`src/rtl/tnn_compress_pkg.sv`:
```
// rtl/tnn_compress_pkg.sv - shared trit encoding types and helpers for the ternary compression path
package tnn_compress_pkg;

    typedef logic [1:0] trit_t;

    localparam trit_t TRIT_ZERO = 2'b00;
    localparam trit_t TRIT_POS  = 2'b01;
    localparam trit_t TRIT_NEG  = 2'b11;

    typedef enum logic {
        DEC_IDLE = 1'b0,
        DEC_EMIT = 1'b1
    } dec_state_e;

    function automatic int unsigned pow3(input int unsigned n);
        int unsigned p;
        p = 1;
        for (int unsigned i = 0; i < n; i++) begin
            p = p * 3;
        end
        return p;
    endfunction

endpackage

```
`src/rtl/trit_divmod3.sv`:
```
// rtl/trit_divmod3.sv - combinational divide-by-3 with remainder
// Restoring long division: the running remainder never exceeds 2, so it fits in 2 bits between steps.
module trit_divmod3
    import tnn_compress_pkg::*;
#(
    parameter int COMP_WIDTH = 8
) (
    input  logic [COMP_WIDTH-1:0] num_i,
    output logic [COMP_WIDTH-1:0] quot_o,
    output logic [1:0]            rem_o
);

    logic [2:0] acc;

    always_comb begin
        quot_o = '0;
        acc    = '0;
        for (int i = COMP_WIDTH - 1; i >= 0; i--) begin
            acc = {acc[1:0], num_i[i]};
            if (acc >= 3'd3) begin
                quot_o[i] = 1'b1;
                acc       = acc - 3'd3;
            end
        end
        rem_o = acc[1:0];
    end

endmodule

```
`src/rtl/ternary_decompress.sv`:
```
// rtl/ternary_decompress.sv - streams the base-3 packed trits of each compressed word, one per cycle
module ternary_decompress
    import tnn_compress_pkg::*;
#(
    parameter int N_TRITS    = 5,
    parameter int COMP_WIDTH = 8
) (
    input  logic                  clk_i,
    input  logic                  rst_i,
    input  logic [COMP_WIDTH-1:0] data_i,
    input  logic                  valid_i,
    output logic                  ready_o,
    output trit_t                 trit_o,
    output logic                  trit_valid_o,
    input  logic                  trit_ready_i,
    output logic                  last_o,
    output logic                  invalid_o
);

    localparam int unsigned MAX_CODE = pow3(N_TRITS);
    localparam int CNT_W = (N_TRITS > 1) ? $clog2(N_TRITS) : 1;
    localparam logic [CNT_W-1:0] CNT_LAST = CNT_W'(N_TRITS - 1);
    localparam logic [COMP_WIDTH:0] MAX_CODE_W = (COMP_WIDTH + 1)'(MAX_CODE);

    if (longint'(MAX_CODE) > (longint'(1) << COMP_WIDTH)) begin : g_width_check
        $error("ternary_decompress: 3**N_TRITS does not fit in COMP_WIDTH bits");
    end

    dec_state_e             state_q, state_d;
    logic [COMP_WIDTH-1:0]  r_q, r_d;
    logic [CNT_W-1:0]       cnt_q, cnt_d;
    logic                   inv_q, inv_d;

    logic [COMP_WIDTH-1:0]  quot;
    logic [1:0]             rem;
    logic                   emit;
    logic                   accept;
    logic                   trit_fire;

    trit_divmod3 #(.COMP_WIDTH(COMP_WIDTH)) u_divmod3 (
        .num_i  (r_q),
        .quot_o (quot),
        .rem_o  (rem)
    );

    // Outputs are forced quiet while reset is asserted, even before the state register clears.
    assign emit         = (state_q == DEC_EMIT) && !rst_i;
    assign trit_valid_o = emit;
    assign last_o       = emit && (cnt_q == CNT_LAST);
    assign invalid_o    = emit && inv_q;
    assign trit_fire    = trit_valid_o && trit_ready_i;
    assign ready_o      = !rst_i && ((state_q == DEC_IDLE) || (trit_fire && last_o));
    assign accept       = valid_i && ready_o;

    always_comb begin
        trit_o = TRIT_ZERO;
        if (emit && !inv_q) begin
            case (rem)
                2'd0:    trit_o = TRIT_NEG;
                2'd1:    trit_o = TRIT_ZERO;
                default: trit_o = TRIT_POS;
            endcase
        end
    end

    always_comb begin
        state_d = state_q;
        r_d     = r_q;
        cnt_d   = cnt_q;
        inv_d   = inv_q;
        if (trit_fire) begin
            if (!last_o) begin
                r_d   = quot;
                cnt_d = cnt_q + CNT_W'(1);
            end else begin
                state_d = DEC_IDLE;
            end
        end
        // Accept is only possible from IDLE or on the last trit handshake, so it overrides the above.
        if (accept) begin
            state_d = DEC_EMIT;
            r_d     = data_i;
            cnt_d   = '0;
            inv_d   = ({1'b0, data_i} >= MAX_CODE_W);
        end
    end

    always_ff @(posedge clk_i) begin
        if (rst_i) begin
            state_q <= DEC_IDLE;
            r_q     <= '0;
            cnt_q   <= '0;
            inv_q   <= 1'b0;
        end else begin
            state_q <= state_d;
            r_q     <= r_d;
            cnt_q   <= cnt_d;
            inv_q   <= inv_d;
        end
    end

endmodule

```
`config.mk`:
```
export PLATFORM = sky130hd
export DESIGN_NAME = ternary_decompress
export DESIGN_NICKNAME = d
export VERILOG_FILES = /design/src/rtl/tnn_compress_pkg.sv /design/src/rtl/trit_divmod3.sv /design/src/rtl/ternary_decompress.sv
export SDC_FILE = /design/constraint.sdc
export NUM_CORES = 1
export LEC_CHECK = 0
export CAP_MARGIN = 0
export CORE_UTILIZATION = 50
export DETAILED_ROUTE_END_ITERATION = 12
export GPL_TIMING_DRIVEN = 0
export PLACE_DENSITY_LB_ADDON = 0.15
export SYNTH_ARGS = -nofsm -noshare
export SYNTH_HDL_FRONTEND = slang
export SYNTH_SLANG_ARGS = --single-unit
```
`constraint.sdc`:
```
create_clock -name clk_i -period 9.18 [get_ports clk_i]
set_input_delay 1.836 -clock clk_i [delete_from_list [all_inputs] [get_ports clk_i]]
set_output_delay 1.836 -clock clk_i [all_outputs]
set_load 0.02 [all_outputs]
```
==> results of run 1 <==
## routing by layer
| layer | GRT usage, % | vias up |
|---|---|---|
| met2 | 38.67 | 18 |
| met4 | 7.143 | 0 |
| li1 | - | 567 |
| met3 | 2.778 | 4 |
| met1 | 26.39 | 528 |
| met5 | 0 | - |
## final timing paths
kind	endpoint	slack (ns)	cells after the start
worst max register to register	r_q[0]	3.30	29
worst min register to register	r_q[6]	0.50	2
worst min-delay path	r_q[6]	0.50	2
worst max-delay path	trit_o[0]	0.61	30
## flip-flops by register name (all words and copies together), names as in the netlist
name     cells
state_q      1
r_q          8
inv_q        1
cnt_q        3
## through the flow
stage / hold slack, ns / cells / worst slack [ns] / util [%]
3_3_place_gp: 0.4652 / 188 / 0.9120 / 61.91
2_1_floorplan: 0.4493 / 143 / 1.728 / -
5_1_grt: 0.5113 / 192 / 0.1233 / 63.56
6_report: 0.4975 / 192 / 0.6064 / 63.56
3_5_place_dp: 0.4801 / 188 / 0.6769 / 61.91
4_1_cts: 0.4913 / 192 / 0.3801 / 63.11
## worst reg2reg max path, delay by kind of cell, from the launching register on
kind                     cells  cell delay (ns)
AO/OA/AOI/OAI               13             2.46
adder cells (fa/ha/maj)      6             1.33
buffers and inverters        2             0.15
flip-flops                   1             0.37
multiplexers                 1             0.24
AND/OR/NAND/NOR              7             1.20
## final cells by class
class / count / area [um^2] / share of cell area [%]
Multi-Input combinational cell: 115 / 840.8 / 60.38
Sequential cell: 13 / 260.3 / 18.69
Timing Repair Buffer: 17 / 172.7 / 12.40
Inverter: 11 / 41.29 / 2.965
Tap cell: 28 / 35.03 / 2.516
Clock buffer: 4 / 26.28 / 1.887
Buffer: 4 / 16.27 / 1.168
## cells in the mapped netlist, drive strengths merged
master	instances	share of area, %
xnor2	1	0.76
a22oi	3	2.0
clkbuf	3	0.98
a2bb2oi	3	2.3
or2	2	1.3
o211ai	3	3.2
and3	3	1.6
nor2	17	5.5
ha	9	9.8
o21a	1	0.76
nand2b	1	0.54
o2111ai	2	1.5
o21bai	2	1.3
xor2	1	0.76
mux2i	3	2.6
o21ai	4	2.4
a221oi	1	0.76
a21o	1	0.65
nor2b	1	0.54
and2	2	1.1
nor3	8	4.9
dfxtp	13	23
nand3	4	1.7
inv	11	3.6
nor3b	2	1.3
o211a	1	0.87
a21boi	3	2.3
o32ai	1	0.76
a2111o	1	0.98
nand4	1	0.54
a21oi	12	6.2
a31o	1	0.76
buf	1	0.43
a211oi	4	3.7
mux2	2	2.6
nand2	11	3.6
o2bb2ai	1	0.76
or3	1	0.54
and2b	2	1.5
## logic make-up after synthesis
logic type	synth area share (%)
and+or+nand+nor	24.78
AOI/OAI and AO/OA	31.09
buffers and inverters	5.000
DFF	22.61
adders and majority gates	9.783
muxes	5.218
xor gates and xnor gates	1.522
## where the power goes
group          leakage, nW  switching (mW)  internal (mW)  total (mW)
clock               0.0150          0.0183         0.0168      0.0351
sequential           0.106         0.00311         0.0590      0.0622
combinational        0.480          0.0453         0.0437      0.0890
==> summary.txt, run 1 <==
Power and ir drop
  – Power Density: around 130 nW/um^2
  – Leak: 0.6011 nW
  – Pwr Total: 186.2 uW
  – Max VDD drop: approximately 0.000089 V

Synthesis
  – Synthesized area per cell: 8.050 um^2
  – Yosys reg bits: 13
  – Syn. warnings: 0
  – Synthesized cell area: between 1000 and 1500 um^2
  – Syn nets: around 160
  – Syn Inst Count: about 140
  – Synth cell types: 48
  – Sequential share of the synthesized area: 22.61%

Timing
  – # setup viols final: 0
  – Final count of hold timing violations: 0
  – RSZ-0062 raised after global routing: false
  – Min cycle time layout: ~8.6 ns
  – Final Max Slew Viols: 0
  – Fmax: ~0.12 GHz
  – Setup TNS Final: 0 ns
  – Worst Skew: ~0.0023 ns
  – Final cycle utilization of the critical path: about 93%
  – Slew HR: between 60% and 70%
  – Worst slew pin tran: 0.5115 ns

Drt
  – Vias per Instance: slightly below 6
  – Length of routed met3 wiring: 61 um
  – Drt drc: 0
  – Initial DRC count: 20
  – Post-route ant nets: 0
  – Metal2 WL: approximately 1.3 mm
  – Wl on met1: ~1.2 mm
  – Top Metal Used: met4
  – Pre-Repair DR Iteration Count: 4
  – WL/cell: approximately 13 um
  – Vias: 1117
  – Detailed Route WL: between 2 and 3 mm

Worst setup path
  – Worst Path Buf+Inv: 3
  – CP Launch Type: flop
  – Crit path launch: r_q[7]
  – CP arrival: around 6.7 ns
  – CP delay by family, top: compound AO/OA/AOI/OAI gates
  – Crit-path slowest cell: clkdlybuf4s50_1
  – Worst EP required: about 7.3 ns
  – Largest stage delay on the critical path: 0.64 ns
  – FF-to-FF Start: r_q[7]
  – Setup crit end kind: output port
  – CP dominant cell by count: ha_1
  – Crit path max fanout: 6
  – Critical path class: reg2out

GRT
  – First-pass GRT wire length: between 4 and 5 mm
  – GRT overflow: 0
  – Initial antenna violation count: 0
  – Vias in the first global route: roughly 1000
  – GRT Total Usage: around 22%
  – Largest net degree at the start of global routing: 11

Cells and area
  – Commonest non-fill, non-tap cells in the layout: nor2_1 (17), clkdlybuf4s50_1 (16), dfxtp_1 (13)
  – Post-route cell area: roughly 1400 um^2
  – Commonest non-fill, non-tap cell in the layout: nor2_1
  – # fillers: roughly 200
  – N_diodes: 0
  – Share of cells above drive strength 1: 12.80%
  – Nets: ~190
  – Area grow syn2layout: 20.98%

Clocking
  – Hold buffers post-CTS: 0
  – Clk pin slew, worst setup/hold paths: approximately 0.08 ns
  – Clock sinks: 13
  – Total CTS buffers: 3
  – Post-CTS Setup Repair Bufs: 0
  – Clock Tree Buf Depth: 2
  – CTS tree: built
  – Clk_lat worst skew: 0.27 ns
  – Clock Tree Root: clkbuf_4
  – Htree depth: 1
  – Post-cts sizing count: 0

Floorplanning
  – Core Area: ~2200 um^2
  – Die H: between 40 and 50 um
  – # rows: 17
  – Die outline area: approximately 2500 um^2
  – I/O pin count: 18
  – Initial Util: a little over half
  – Width of the die: roughly 50 um

Placement
  – Post-DP HPWL: 2.040 mm
  – IO Port Bufs: 17
  – RePlAce Congestion: between 0.7 and 0.8
  – Placed Instance Area: 1356 um^2

Outcome
  – Outcome: complete, no violations

Hold path
  – Hold WC Path Type: reg2reg
  – Hold_sp: r_q[6]

Run
  – Max cap viols: 0
(Power assumes the default switching activity.)
==> inputs of run 2 (changes only) <==
--- a/config.mk
+++ b/config.mk
@@ -9,7 +9,7 @@
 export CORE_UTILIZATION = 50
 export DETAILED_ROUTE_END_ITERATION = 12
 export GPL_TIMING_DRIVEN = 0
-export PLACE_DENSITY_LB_ADDON = 0.15
+export PLACE_DENSITY = 0.75
 export SYNTH_ARGS = -nofsm -noshare
 export SYNTH_HDL_FRONTEND = slang
 export SYNTH_SLANG_ARGS = --single-unit
==> run 2 against run 1 <==
  * Clock power grew 3%
  * Global-route usage increased by 1.9 points
  * First-iteration DRC count grew 30%
  * Combinational power about the same
  * Total power rose by 0.62%
  * Sequential power about the same
  * Via count fell by 0.98%
  * Critical path depth unchanged
  * Critical path type unchanged
  * Critical endpoint unchanged
  * Largest power group unchanged
==> summary.txt, run 2 (synthesized netlist as in run 1, its figures left out) <==
Timing
  – Final cycle utilization of the critical path: 94.75% (+1.4 points)
  – Slew HR: 67.01% (+1.3 points)
  – Worst hold margin: 0.4905 ns (-0.006987 ns)
  – Worst slew pin tran: 0.4919 ns (-0.01958 ns)
  – Fmax: 0.1150 GHz (-1.4%)
  – RSZ-0062 raised after global routing: false
  – # setup viols final: 0 (unchanged)
  – Final Max Slew Viols: 0 (unchanged)
  – Setup ws final: 0.4820 ns (-0.1244 ns)
  – Final count of hold timing violations: 0 (unchanged)
  – Min cycle time layout: 8.698 ns (+0.1244 ns)
  – Worst Skew: 0.003275 ns (+0.0009941 ns)
  – Setup TNS Final: 0 ns (unchanged)

GRT
  – GRT overflow: 0 (unchanged)
  – Initial antenna violation count: 0 (unchanged)
  – First-pass GRT wire length: 4.505 mm (+7.0%)
  – Largest net degree at the start of global routing: 11 (unchanged)
  – Vias in the first global route: 1056 (+2.7%)
  – GRT Total Usage: 23.60% (+1.9 points)

Drt
  – Post-route ant nets: 0 (unchanged)
  – Vias per Instance: 5.760 (-0.98%)
  – Vias: 1106 (-0.98%)
  – Pre-Repair DR Iteration Count: 4 (unchanged)
  – Drt drc: 0 (unchanged)
  – WL/cell: 13.99 um (+4.4%)
  – Initial DRC count: 26 (+30%)
  – Detailed Route WL: 2.686 mm (+4.4%)

Cells and area
  – # fillers: 203 (-0.49%)
  – Nets: 186 (unchanged)
  – Commonest non-fill, non-tap cell in the layout: nor2_1
  – Post-layout util: 63.56% (unchanged)
  – Share of cells above drive strength 1: 12.80% (unchanged)
  – Largest Register: r_q
  – Max reg flops: 8 (unchanged)
  – N_diodes: 0 (unchanged)
  – Area grow syn2layout: 20.98% (unchanged)
  – Final cell count without fillers: 192 (unchanged)
  – Commonest non-fill, non-tap cells in the layout: nor2_1 (17), clkdlybuf4s50_1 (16), dfxtp_1 (13)
  – Registers with the most flip-flops: r_q: 8 flops, cnt_q: 3 flops
  – Post-route cell area: 1393 um^2 (unchanged)

Floorplanning
  – Width of the die: 49.98 um (unchanged)
  – # rows: 17 (unchanged)
  – I/O pin count: 18 (unchanged)
  – Core Area: 2191 um^2 (unchanged)
  – Die H: 49.98 um (unchanged)
  – Die outline area: 2498 um^2 (unchanged)
  – Initial Util: 52.54% (unchanged)

Worst setup path
  – Setup crit end kind: output port
  – Worst EP required: 7.34 ns (about the same)
  – Crit path launch: r_q[7]
  – CP dominant cell by count: ha_1
  – FF-to-FF Start: r_q[7]
  – CP arrival: 6.86 ns (+0.12 ns)
  – Critical path class: reg2out
  – Largest stage delay on the critical path: 0.66 ns (+0.02 ns)
  – CP Launch Type: flop
  – Crit-path slowest cell: clkdlybuf4s50_1
  – Crit path max fanout: 6 (unchanged)

Power and ir drop
  – Sw power: 68.03 uW (+2.0%)
  – Power Density: 134.5 nW/um^2 (+0.62%)
  – Clock network power share: 19.4% (+0.5 points)
  – Sw frac: 36.31% (+0.49 points)
  – Max VDD drop: 0.00008370 V (-6.2%)
  – Pwr Total: 187.4 uW (+0.62%)
  – Sequential Power Share: 33.1% (-0.3 points)
  – Comb pwr share: 47.5% (-0.3 points)
  – P_int: 119.3 uW (-0.15%)
  – Leak: 0.6011 nW (about the same)

Placement
  – Post-DP HPWL: 2.092 mm (+2.5%)
  – IO Port Bufs: 17 (unchanged)
  – Cells after DPL: 188 (unchanged)
  – RePlAce Congestion: 0.7439 (+0.77%)
  – Placed Instance Area: 1356 um^2 (unchanged)
  – DP Worst Slack: 0.6891 ns (+0.01219 ns)

Outcome
  – Outcome: complete, no violations

Hold path
  – Hold_sp: r_q[6]
  – Hold WC Path Type: reg2reg

Clocking
  – CTS tree: built
  – Clock Tree Buf Depth: 2 (unchanged)
  – Htree depth: 1 (unchanged)
  – Clock Tree Root: clkbuf_4
  – Clk_lat worst skew: 0.28 ns (about the same)
  – Clk pin slew, worst setup/hold paths: 0.08 ns (about the same)
  – Post-CTS Setup Repair Bufs: 0 (unchanged)
  – Clock sinks: 13 (unchanged)
  – Total CTS buffers: 3 (unchanged)
  – Hold buffers post-CTS: 0 (unchanged)

Run
  – Max cap viols: 0 (unchanged)
## run 2: path summary, 6_finish.rpt
check,end,slack (ns),cells after the start
max,trit_o[0],0.48,30
min,r_q[6],0.49,2
max reg2reg,r_q[0],3.24,29
min reg2reg,r_q[6],0.49,2
## run 2: metal layers
layer	up-vias	wire length [um]	track usage, %
li1	562	-	-
met1	512	1247	28.89
met2	30	1306	42.67
met3	2	120	4.938
met4	0	11	2.857
met5	-	0	0
## run 2: critical path, delay by kind of cell, from the launching register on
kind                       cells  cell delay [ns]
muxes                          1             0.24
buffers and inverters          3             0.82
AOI/OAI and AO/OA             12             2.30
DFF                            1             0.36
and+or+nand+nor                8             1.54
adders and majority gates      6             1.34
## run 2: what timing repair did
item / CTS / global route
setup endpoints to repair: 0 / 1
gates resized for setup: 0 / 2
hold endpoints to repair: 0 / 0
## run 2: power by group through the flow
stage	Combinational [mW]	Sequential (mW)	Clock (mW)
floorplan	0.0665	0.0625	0
global placement	0.0846	0.0631	0
detailed placement	0.0875	0.0633	0
CTS	0.0880	0.0620	0.0369
global route	0.0978	0.0627	0.0391
finish	0.0891	0.0620	0.0363
## run 2: cell type report
class | instances | area, um^2 | share of cell area [%]
plain buffers | 4 | 16.27 | 1.168
clock buffers | 4 | 26.28 | 1.887
inverters | 11 | 41.29 | 2.965
multi-input cells | 115 | 840.8 | 60.38
flip-flops and latches | 13 | 260.3 | 18.69
well taps | 28 | 35.03 | 2.516
repair buffers | 17 | 172.7 | 12.40
==> inputs of run 3 (changes only) <==
--- a/config.mk
+++ b/config.mk
@@ -9,7 +9,8 @@
 export CORE_UTILIZATION = 50
 export DETAILED_ROUTE_END_ITERATION = 12
 export GPL_TIMING_DRIVEN = 0
-export PLACE_DENSITY = 0.75
+export PLACE_DENSITY = 0.73
 export SYNTH_ARGS = -nofsm -noshare
 export SYNTH_HDL_FRONTEND = slang
+export SYNTH_HIERARCHICAL = 1
 export SYNTH_SLANG_ARGS = --single-unit
==> run 3 against run 2 <==
  * Critical endpoint unchanged
  * Synthesized cell count grew 37%
  * Utilization grew 0.35 points
  * Via count grew 45%
  * Critical path depth grew 6
  * Highest routed layer unchanged
  * Final cell count grew 30%
  * Register-to-register slack lost 0.55 ns
  * Global-route usage grew 1.4 points
==> summary.txt, run 3 <==
Outcome
  – Outcome: complete, no violations

Placement
  – Post-DP HPWL: 2.881 mm (+38%)
  – RePlAce Congestion: 0.8801 (+18%)
  – DP Worst Slack: -0.2844 ns (-0.9735 ns)
  – Placed Instance Area: 1694 um^2 (+25%)
  – IO Port Bufs: 16 (-1)

Cells and area
  – N_diodes: 0 (unchanged)
  – Share of cells above drive strength 1: 18.35% (+5.5 points)
  – Nets: 240 (+29%)
  – Commonest non-fill, non-tap cell in the layout: o21ai_0
  – Post-route cell area: 1793 um^2 (+29%)
  – Commonest non-fill, non-tap cells in the layout: o21ai_0 (17), clkdlybuf4s50_1 (14), nand3_1 (13)
  – Registers with the most flip-flops: r_q: 8 flops, cnt_q: 3 flops
  – Max reg flops: 8 (unchanged)
  – Area grow syn2layout: 19.92%
  – Largest Register: r_q

Power and ir drop
  – Power Density: 147.1 nW/um^2 (+9.3%)
  – Max VDD drop: 0.00007978 V (-4.7%)
  – Leak: 0.6828 nW (+14%)

GRT
  – GRT Total Usage: 24.96% (+1.4 points)
  – Vias in the first global route: 1484 (+41%)
  – Initial antenna violation count: 0 (unchanged)
  – GRT overflow: 0 (unchanged)
  – First-pass GRT wire length: 6.458 mm (+43%)
  – Largest net degree at the start of global routing: 11 (unchanged)

Drt
  – Vias: 1605 (+45%)
  – Pre-Repair DR Iteration Count: 4 (unchanged)
  – Post-route ant nets: 0 (unchanged)
  – Detailed Route WL: 3.912 mm (+46%)
  – WL/cell: 15.71 um (+12%)
  – Drt drc: 0 (unchanged)
  – Initial DRC count: 128 (+390%)
  – Vias per Instance: 6.446 (+12%)

Worst setup path
  – FF-to-FF Start: r_q[6]
  – CP arrival: 6.89 ns (+0.03 ns)
  – Critical path class: reg2out
  – CP Launch Type: flop
  – R2R depth: 34 (+17%)
  – Setup crit end kind: output port
  – Worst EP required: 7.34 ns (about the same)
  – Crit-path slowest cell: dfxtp_1
  – Worst R2R End: r_q[0]
  – Largest stage delay on the critical path: 0.35 ns (-0.31 ns)
  – R2R setup slack: 2.69 ns (-0.55 ns)
  – Crit path max fanout: 8 (+2)

Clocking
  – Hold buffers post-CTS: 0 (unchanged)
  – Clk_lat worst skew: 0.30 ns (+0.02 ns)
  – Clock Tree Buf Depth: 2 (unchanged)
  – Clock sinks: 13 (unchanged)
  – Clock Tree Root: clkbuf_4
  – CTS tree: built
  – Htree depth: 1 (unchanged)
  – Clk pin slew, worst setup/hold paths: 0.09 ns (about the same)
  – Total CTS buffers: 3 (unchanged)

Timing
  – Final Max Slew Viols: 0 (unchanged)
  – Final cycle utilization of the critical path: 95.09% (+0.34 points)
  – Final count of hold timing violations: 0 (unchanged)
  – Min cycle time layout: 8.729 ns (+0.03078 ns)
  – # setup viols final: 0 (unchanged)
  – Setup ws final: 0.4512 ns (-0.03078 ns)
  – Worst Skew: 0.009589 ns (+0.006314 ns)
  – Fmax: 0.1146 GHz (-0.35%)

Synthesis
  – Most used DFF post-synth: dfxtp_1
  – Commonest cells post-synth: o21ai_0 (17), dfxtp_1 (13), nand3_1 (13), a211oi_1 (12), nor2_1 (11)
  – Synth cell types: 56 (+17%)
  – Synthesized area per cell: 7.628 um^2 (-5.2%)
  – Syn. warnings: 6 (+6)
  – Synthesized cell area: 1495 um^2 (+30%)
  – Async set or reset register ratio after synthesis: 0% (unchanged)
  – Syn Inst Count: 196 (+37%)
  – Top-count cell post-synth: o21ai_0
  – Yosys reg bits: 13 (unchanged)
  – Post-synth top area cell: dfxtp_1
  – Top cell type's share of synthesized area: 17.41% (-5.2 points)
  – Syn nets: 217 (+32%)
  – Largest cells by area after synthesis: dfxtp_1 (17%), ha_1 (7.5%), a211oi_1 (6.0%)
  – Sequential share of the synthesized area: 17.41% (-5.2 points)
  – EDFF count, synth: 0 (unchanged)

Floorplanning
  – I/O pin count: 18 (unchanged)
  – Width of the die: 56.69 um (+13%)
  – # rows: 19 (+2)
  – Die outline area: 3213 um^2 (+29%)
  – Die H: 56.69 um (+13%)
  – Initial Util: 53.30% (+0.76 points)
  – Core Area: 2805 um^2 (+28%)

Hold path
  – Hold path depth: 2 (unchanged)
  – Hold WC Path Type: reg2reg
  – Hold endpoint: cnt_q[0]
  – Hold_sp: cnt_q[0]

Run
  – Max cap viols: 0 (unchanged)
## run 3: cell types whose count changed after synthesis, sizes merged, moves of 5 or more
cell / before / now
nand3: 4 / 13
buf: 1 / 9
a311oi: 0 / 8
nor2: 17 / 11
nor2b: 1 / 6
a211oi: 4 / 14
o21ai: 4 / 17
## run 3: cell type report
cell class / instances / area [um^2]
fillers: 247 / 1012
well taps: 31 / 38.79
flip-flops and latches: 13 / 261.5
repair buffers: 19 / 172.7
clock buffers: 3 / 22.52
plain buffers: 15 / 93.84
multi-input cells: 158 / 1165
inverters: 9 / 33.78
clock inverters: 1 / 5.005
## run 3: through the flow
step                      instances  util, %  hold slack, ns  setup TNS [ns]  total power, mW
final                           249    63.92          0.5146               0           0.2638
after global routing            249    63.92          0.5682        -0.02630           0.2845
after CTS                       246    61.46          0.5214               0           0.2500
after detailed placement        243    60.39          0.4999         -0.5260           0.2119
after global placement          243    60.39          0.4864        -0.01268           0.2065
after floorplan                 196        -          0.4708               0           0.1798
## run 3: what timing repair did
item | CTS | global route
resized for setup | 6 | 18
endpoints found under the setup margin | 2 | 2
pin swaps | 0 | 3
setup buffers | 0 | 3
## run 3: logic make-up after synthesis
family / count (synthesis) / share of synthesized area [%]
muxes: 6 / 4.519
AOI/OAI and AO/OA: 75 / 36.74
and+or+nand+nor: 67 / 24.77
adders and majority gates: 9 / 7.532
buffers and inverters: 25 / 8.786
other: 1 / 0.2508
DFF: 13 / 17.41
## run 3: worst max-delay path by stage
| stage | startpoint | end | depth (start not counted) |
|---|---|---|---|
| after detailed placement | r_q[6] | trit_o[0] | 37 |
| after global routing | r_q[6] | trit_o[0] | 36 |
| after CTS | r_q[6] | trit_o[0] | 36 |
| after global placement | r_q[6] | trit_o[0] | 37 |
| after floorplan | r_q[6] | trit_o[1] | 35 |
| final | r_q[6] | trit_o[0] | 36 |
## run 3: routing by layer
metal / GRT usage (%) / vias up / part of all wire [%]
met2: 44.39 / 59 / 48
li1: - / 797 / -
met1: 30.29 / 740 / 46
met3: 2.765 / 9 / 4.2
met5: 0 / - / 0
met4: 10.00 / 0 / 1.7
## run 3: power breakdown
group / switching [mW] / leakage [nW] / internal [mW]
clock: 0.0219 / 0.0177 / 0.0162
combinational: 0.0837 / 0.558 / 0.0769
sequential: 0.00516 / 0.107 / 0.0599
total: 0.111 / 0.683 / 0.153
## run 3: critical path, delay by kind of cell (launching register included)
kind	cells	cell delay, ns
flip-flops	1	0.35
multiplexers	1	0.16
AND/OR/NAND/NOR	12	2.11
adder cells (fa/ha/maj)	6	1.27
buffers and inverters	4	0.55
AO/OA/AOI/OAI	13	2.14
